<file path="config.mk">
export PLATFORM = sky130hd
export DESIGN_NAME = dbus_sramlike
export DESIGN_NICKNAME = d
export VERILOG_FILES = /design/src/rtl/dbus_sramlike.sv
export SDC_FILE = /design/constraint.sdc
export NUM_CORES = 1
export LEC_CHECK = 0
export CAP_MARGIN = 30
export CORE_MARGIN = 5
export CORE_UTILIZATION = 36
export CTS_CLUSTER_DIAMETER = 100
export CTS_CLUSTER_SIZE = 24
export DETAILED_ROUTE_END_ITERATION = 10
export MAX_ROUTING_LAYER = met4
export PLACE_DENSITY = 0.78
export SETUP_SLACK_MARGIN = 0.15
export SLEW_MARGIN = 20
export SYNTH_ARGS = -nofsm -noshare
export SYNTH_HDL_FRONTEND = slang
export SYNTH_SLANG_ARGS = --single-unit
export TNS_END_PERCENT = 10
</file>
<file path="constraint.sdc">
create_clock -name clk -period 1.2 [get_ports clk]
set_input_delay 0.24 -clock clk [delete_from_list [all_inputs] [get_ports clk]]
set_output_delay 0.24 -clock clk [all_outputs]
set_load 0.005 [all_outputs]
</file>
<file path="src/rtl/dbus_sramlike.sv">
// dbus_sramlike: bridges core load/store requests onto an SRAM-like bus, one bus transaction per request
//   clk, reset                     : clock, synchronous active-high reset
//   mread_* / mwrite_*             : level-held core load / store requests (store wins a tie)
//   rd, d_data_ok, d_ok_is_write   : registered completion pulse and returned word to the core
//   data_req ... data_wstrb        : SRAM-like master request side, driven from captured registers
//   data_addr_ok, data_data_ok,
//   data_rdata                     : SRAM-like slave responses
module dbus_sramlike #(
    parameter logic MAP_KSEG = 1'b1
) (
    input  logic        clk,
    input  logic        reset,
    input  logic        mread_valid,
    input  logic [31:0] mread_addr,
    input  logic [1:0]  mread_size,
    input  logic        mwrite_valid,
    input  logic [31:0] mwrite_addr,
    input  logic [1:0]  mwrite_size,
    input  logic [31:0] mwrite_data,
    output logic [31:0] rd,
    output logic        d_data_ok,
    output logic        d_ok_is_write,
    output logic        data_req,
    output logic        data_wr,
    output logic [1:0]  data_size,
    output logic [31:0] data_addr,
    output logic [31:0] data_wdata,
    output logic [3:0]  data_wstrb,
    input  logic        data_addr_ok,
    input  logic        data_data_ok,
    input  logic [31:0] data_rdata
);
    typedef enum logic [1:0] {IDLE, REQ, WAIT, DONE} state_t;
    state_t      r_state, w_next;
    logic        r_wr;
    logic [1:0]  r_size;
    logic [31:0] r_addr, r_wdata, r_rd;
    logic [3:0]  r_wstrb;
    logic        w_take, w_resp;
    logic [31:0] w_addr, w_paddr;
    logic [1:0]  w_size;
    logic [3:0]  w_strb;
    always_comb begin
        w_take  = r_state == IDLE && (mwrite_valid || mread_valid);
        w_addr  = mwrite_valid ? mwrite_addr : mread_addr;
        w_size  = mwrite_valid ? mwrite_size : mread_size;
        // kseg0/kseg1 (0x8000_0000..0xBFFF_FFFF) fold onto the low 512 MB
        w_paddr = (MAP_KSEG && w_addr[31:30] == 2'b10) ? (w_addr & 32'h1FFF_FFFF) : w_addr;
        w_strb  = !mwrite_valid ? 4'b0000 :
                  mwrite_size == 2'd0 ? 4'b0001 << mwrite_addr[1:0] :
                  mwrite_size == 2'd1 ? (mwrite_addr[1] ? 4'b1100 : 4'b0011) : 4'b1111;
        // responses outside REQ/WAIT are strays and must not touch rd
        w_resp  = (r_state == REQ && data_addr_ok && data_data_ok) || (r_state == WAIT && data_data_ok);
        w_next  = r_state;
        case (r_state)
            IDLE:    w_next = w_take ? REQ : IDLE;
            REQ:     w_next = data_addr_ok ? (data_data_ok ? DONE : WAIT) : REQ;
            WAIT:    w_next = data_data_ok ? DONE : WAIT;
            default: w_next = IDLE;
        endcase
    end
    always_ff @(posedge clk) begin
        if (reset) begin
            r_state <= IDLE;
            r_wr    <= 1'b0;
            r_size  <= 2'd0;
            r_addr  <= 32'd0;
            r_wdata <= 32'd0;
            r_wstrb <= 4'd0;
            r_rd    <= 32'd0;
        end else begin
            r_state <= w_next;
            if (w_take) begin
                r_wr    <= mwrite_valid;
                r_size  <= w_size;
                r_addr  <= w_paddr;
                r_wdata <= mwrite_data;
                r_wstrb <= w_strb;
            end
            if (w_resp) r_rd <= data_rdata;
        end
    end
    assign rd            = r_rd;
    assign d_data_ok     = r_state == DONE;
    assign d_ok_is_write = r_state == DONE && r_wr;
    assign data_req      = r_state == REQ;
    assign data_wr       = r_wr;
    assign data_size     = r_size;
    assign data_addr     = r_addr;
    assign data_wdata    = r_wdata;
    assign data_wstrb    = r_wstrb;
endmodule

</file>
==> impl_metrics.json <==
{
  "clk_pin_slew_ns": 0.06,
  "hold_viol": 0,
  "path_delay_family": "buffers and inverters",
  "status": "finished, violations left",
  "cp-start-kind": "flop",
  "io_pins": 244,
  "num_vias": 4599,
  "wl_per_cell_um": 18.1,
  "firstDrtPassIters": 4,
  "cts_tree": "done",
  "crit_arrival_ns": 1.67,
  "numCtsBuffers": 9,
  "drv_cap": 0,
  "seq_area_um2": 2130,
  "die_h_um": 122,
  "fillers": 994,
  "final_layout_size_suffix_gt1_share_pct": 29.9,
  "drt_iter0_drc": 240,
  "ys_seq_area_share_pct": 46.2,
  "routed_via_density": 5.05,
  "ys.flop_type": "dfxtp_1",
  "cp-end-kind": "flop",
  "min_period_ns": 1.40,
  "grt_pass1_wl_mm": 24.3,
  "fin_nets": 873,
  "max_freq_mhz": 715,
  "crit_required_ns": 1.47,
  "die_x_um": 122,
  "syn-num-nets": 623,
  "root_buffer": "clkbuf_16",
  "ant_nets": 0,
  "antennaDiodeCount": 0,
  "rsz0062_at_grt": "true",
  "overflow": 0,
  "syn-cell-area_um2": 4550,
  "cp_cell_sequence": "buf_6 > buf_6 > nor2_4 > buf_12 > buf_4 > buf_8 > nand3_1 > a21oi_2",
  "yosysUniqueCellTypes": 32,
  "routabilityCongestion": 0.819,
  "max_slew_margin_pct": 78.8,
  "portBuffers": 243,
  "clock_path_buffers": 2,
  "crit_fanout": 13,
  "post_dp_cell_area_um2": 7300,
  "ys_ff_latch": 105,
  "yosysWarnings": 0,
  "synthCells": 485,
  "timing.final.crit_share_pct": 116,
  "setup_violations": 107,
  "p_leak_nw": 3.17,
  "clock_latency_ns": 0.34,
  "cts.sinks": 105,
  "initial_core_util_pct": 36.3,
  "yosysTopAreaCell": "dfxtp_1",
  "drt-total-wl_mm": 16.5,
  "critical_path_class": "reg -> reg",
  "peakVddDrop_mv": 0.618,
  "grt_pass1_vias": 4822,
  "drv_slew": 0,
  "pre_cts_slack_ns": -0.634,
  "violations": "negative setup slack",
  "grt_max_degree": 41,
  "min_path_type": "in -> reg",
  "worst_pin_slew_ns": 0.317,
  "setup_ws_ns": -0.198,
  "grt_use_total_pct": 21.1,
  "core-area_um2": 12500,
  "synth_top_area_share_pct": 46.2,
  "path_buf_inv": 5,
  "drc": 0,
  "fin_area_um2": 8200,
  "design.die.area_um2": 15000,
  "setup-tns-final_ns": -12.38,
  "hold_ws_ns": 0.307,
  "slowest_delay_ns": 0.33,
  "cpMostUsedCell": "buf_6",
  "worst_clock_skew_ns": 0.00648,
  "cts-htree-levels": 3,
  "cp_slowest_cell": "dfxtp_2",
  "areaGrowthSynthToFinish_pct": 80.2,
  "hpwl_mm": 11.1,
  "power.density_nw_per_um2": 1260,
  "antenna_found_initial": 0,
  "syn_area_per_cell_um2": 9.38,
  "multi_input_area_um2": 2470,
  "synth_edf_count": 0,
  "num_rows": 41,
  "ys_top_cells_by_area": "dfxtp_1, mux2i_1, nand2b_1",
  "async_flop_share_pct": 0
}
-- cell usage after synthesis, types with 4 or more instances --
| cell | number |
|---|---|
| a211oi_1 | 32 |
| a21oi_1 | 73 |
| buf_2 | 17 |
| buf_4 | 5 |
| clkbuf_1 | 22 |
| dfxtp_1 | 105 |
| mux2i_1 | 64 |
| nand2b_1 | 66 |
| nand3_1 | 33 |
| o21ai_0 | 24 |
| o21ai_1 | 9 |
| o2bb2ai_1 | 4 |
-- report_power, final --
part	internal (W)	leakage [nW]	switching [W]
registers	0.00385	0.871	0.000212
clock network	0.00192	0.157	0.00125
logic	0.00177	2.14	0.00131
total	0.00754	3.17	0.00277
-- registers in the layout (all words and copies together) (netlist names) --
name / flops
data_wdata: 32
r_state: 2
data_wr: 1
data_addr: 32
data_size: 2
rd: 32
data_wstrb: 4
-- final timing paths --
kind	startpoint	end	slack, ns	depth (start not counted)
hold reg to reg	rd[14]	rd[14]	0.47	2
hold / removal	reset	data_addr[4]	0.31	2
setup / recovery	r_state[0]	data_wdata[28]	-0.20	8
setup reg to reg	r_state[0]	data_wdata[28]	-0.20	8
-- layout make-up --
class | instances | area share [%]
multi-input cells | 330 | 30.2
clock inverters | 3 | 0.794
inverters | 3 | 0.137
flip-flops and latches | 105 | 25.9
well taps | 172 | 2.63
repair buffers | 286 | 37.2
clock buffers | 11 | 3.08
-- kinds of logic (layout without fill, tap and decap cells) --
family / after synthesis / in the layout / share of synthesized area [%]
compound gates: 148 / 148 / 18.8
simple gates: 117 / 118 / 15.3
flops: 105 / 105 / 46.2
mux: 64 / 64 / 14.1
buf+inv: 51 / 303 / 5.58
-- routing by layer --
metal | track usage [%] | part of all wire [%] | up-vias
li1 | - | - | 2222
met1 | 24.4 | 40 | 2167
met2 | 36.6 | 51 | 191
met3 | 3.87 | 7.2 | 19
met4 | 7.49 | 1.5 | 0
met5 | - | 0 | -
-- what timing repair did --
action                     in CTS  in global routing
pin swaps                      32                 11
gates cloned                    5                  2
gates resized for setup       344                 64
setup endpoints to repair     210                204
hold buffers                    0                  0
buffers inserted                5                  4
-- layout by cell type, fill, tap and decap left out, types with 18 or more instances in the layout --
cell,instances
dfxtp_1,87
nand3_1,30
a211oi_2,18
nand2b_1,66
a21oi_1,51
mux2i_1,63
clkdlybuf4s15_2,57
o21ai_1,30
clkdlybuf4s50_1,134
-- metrics by stage --
step / std cells / power [W] / utilization (%)
after CTS: 904 / 0.0101 / 63.9
final: 910 / 0.0103 / 65.5
after detailed placement: 880 / 0.00670 / 58.3
after floorplan: 485 / 0.00518 / -
after global routing: 910 / 0.0107 / 65.5
after global placement: 880 / 0.00662 / 58.3
Power figures use the tool's default switching activity.
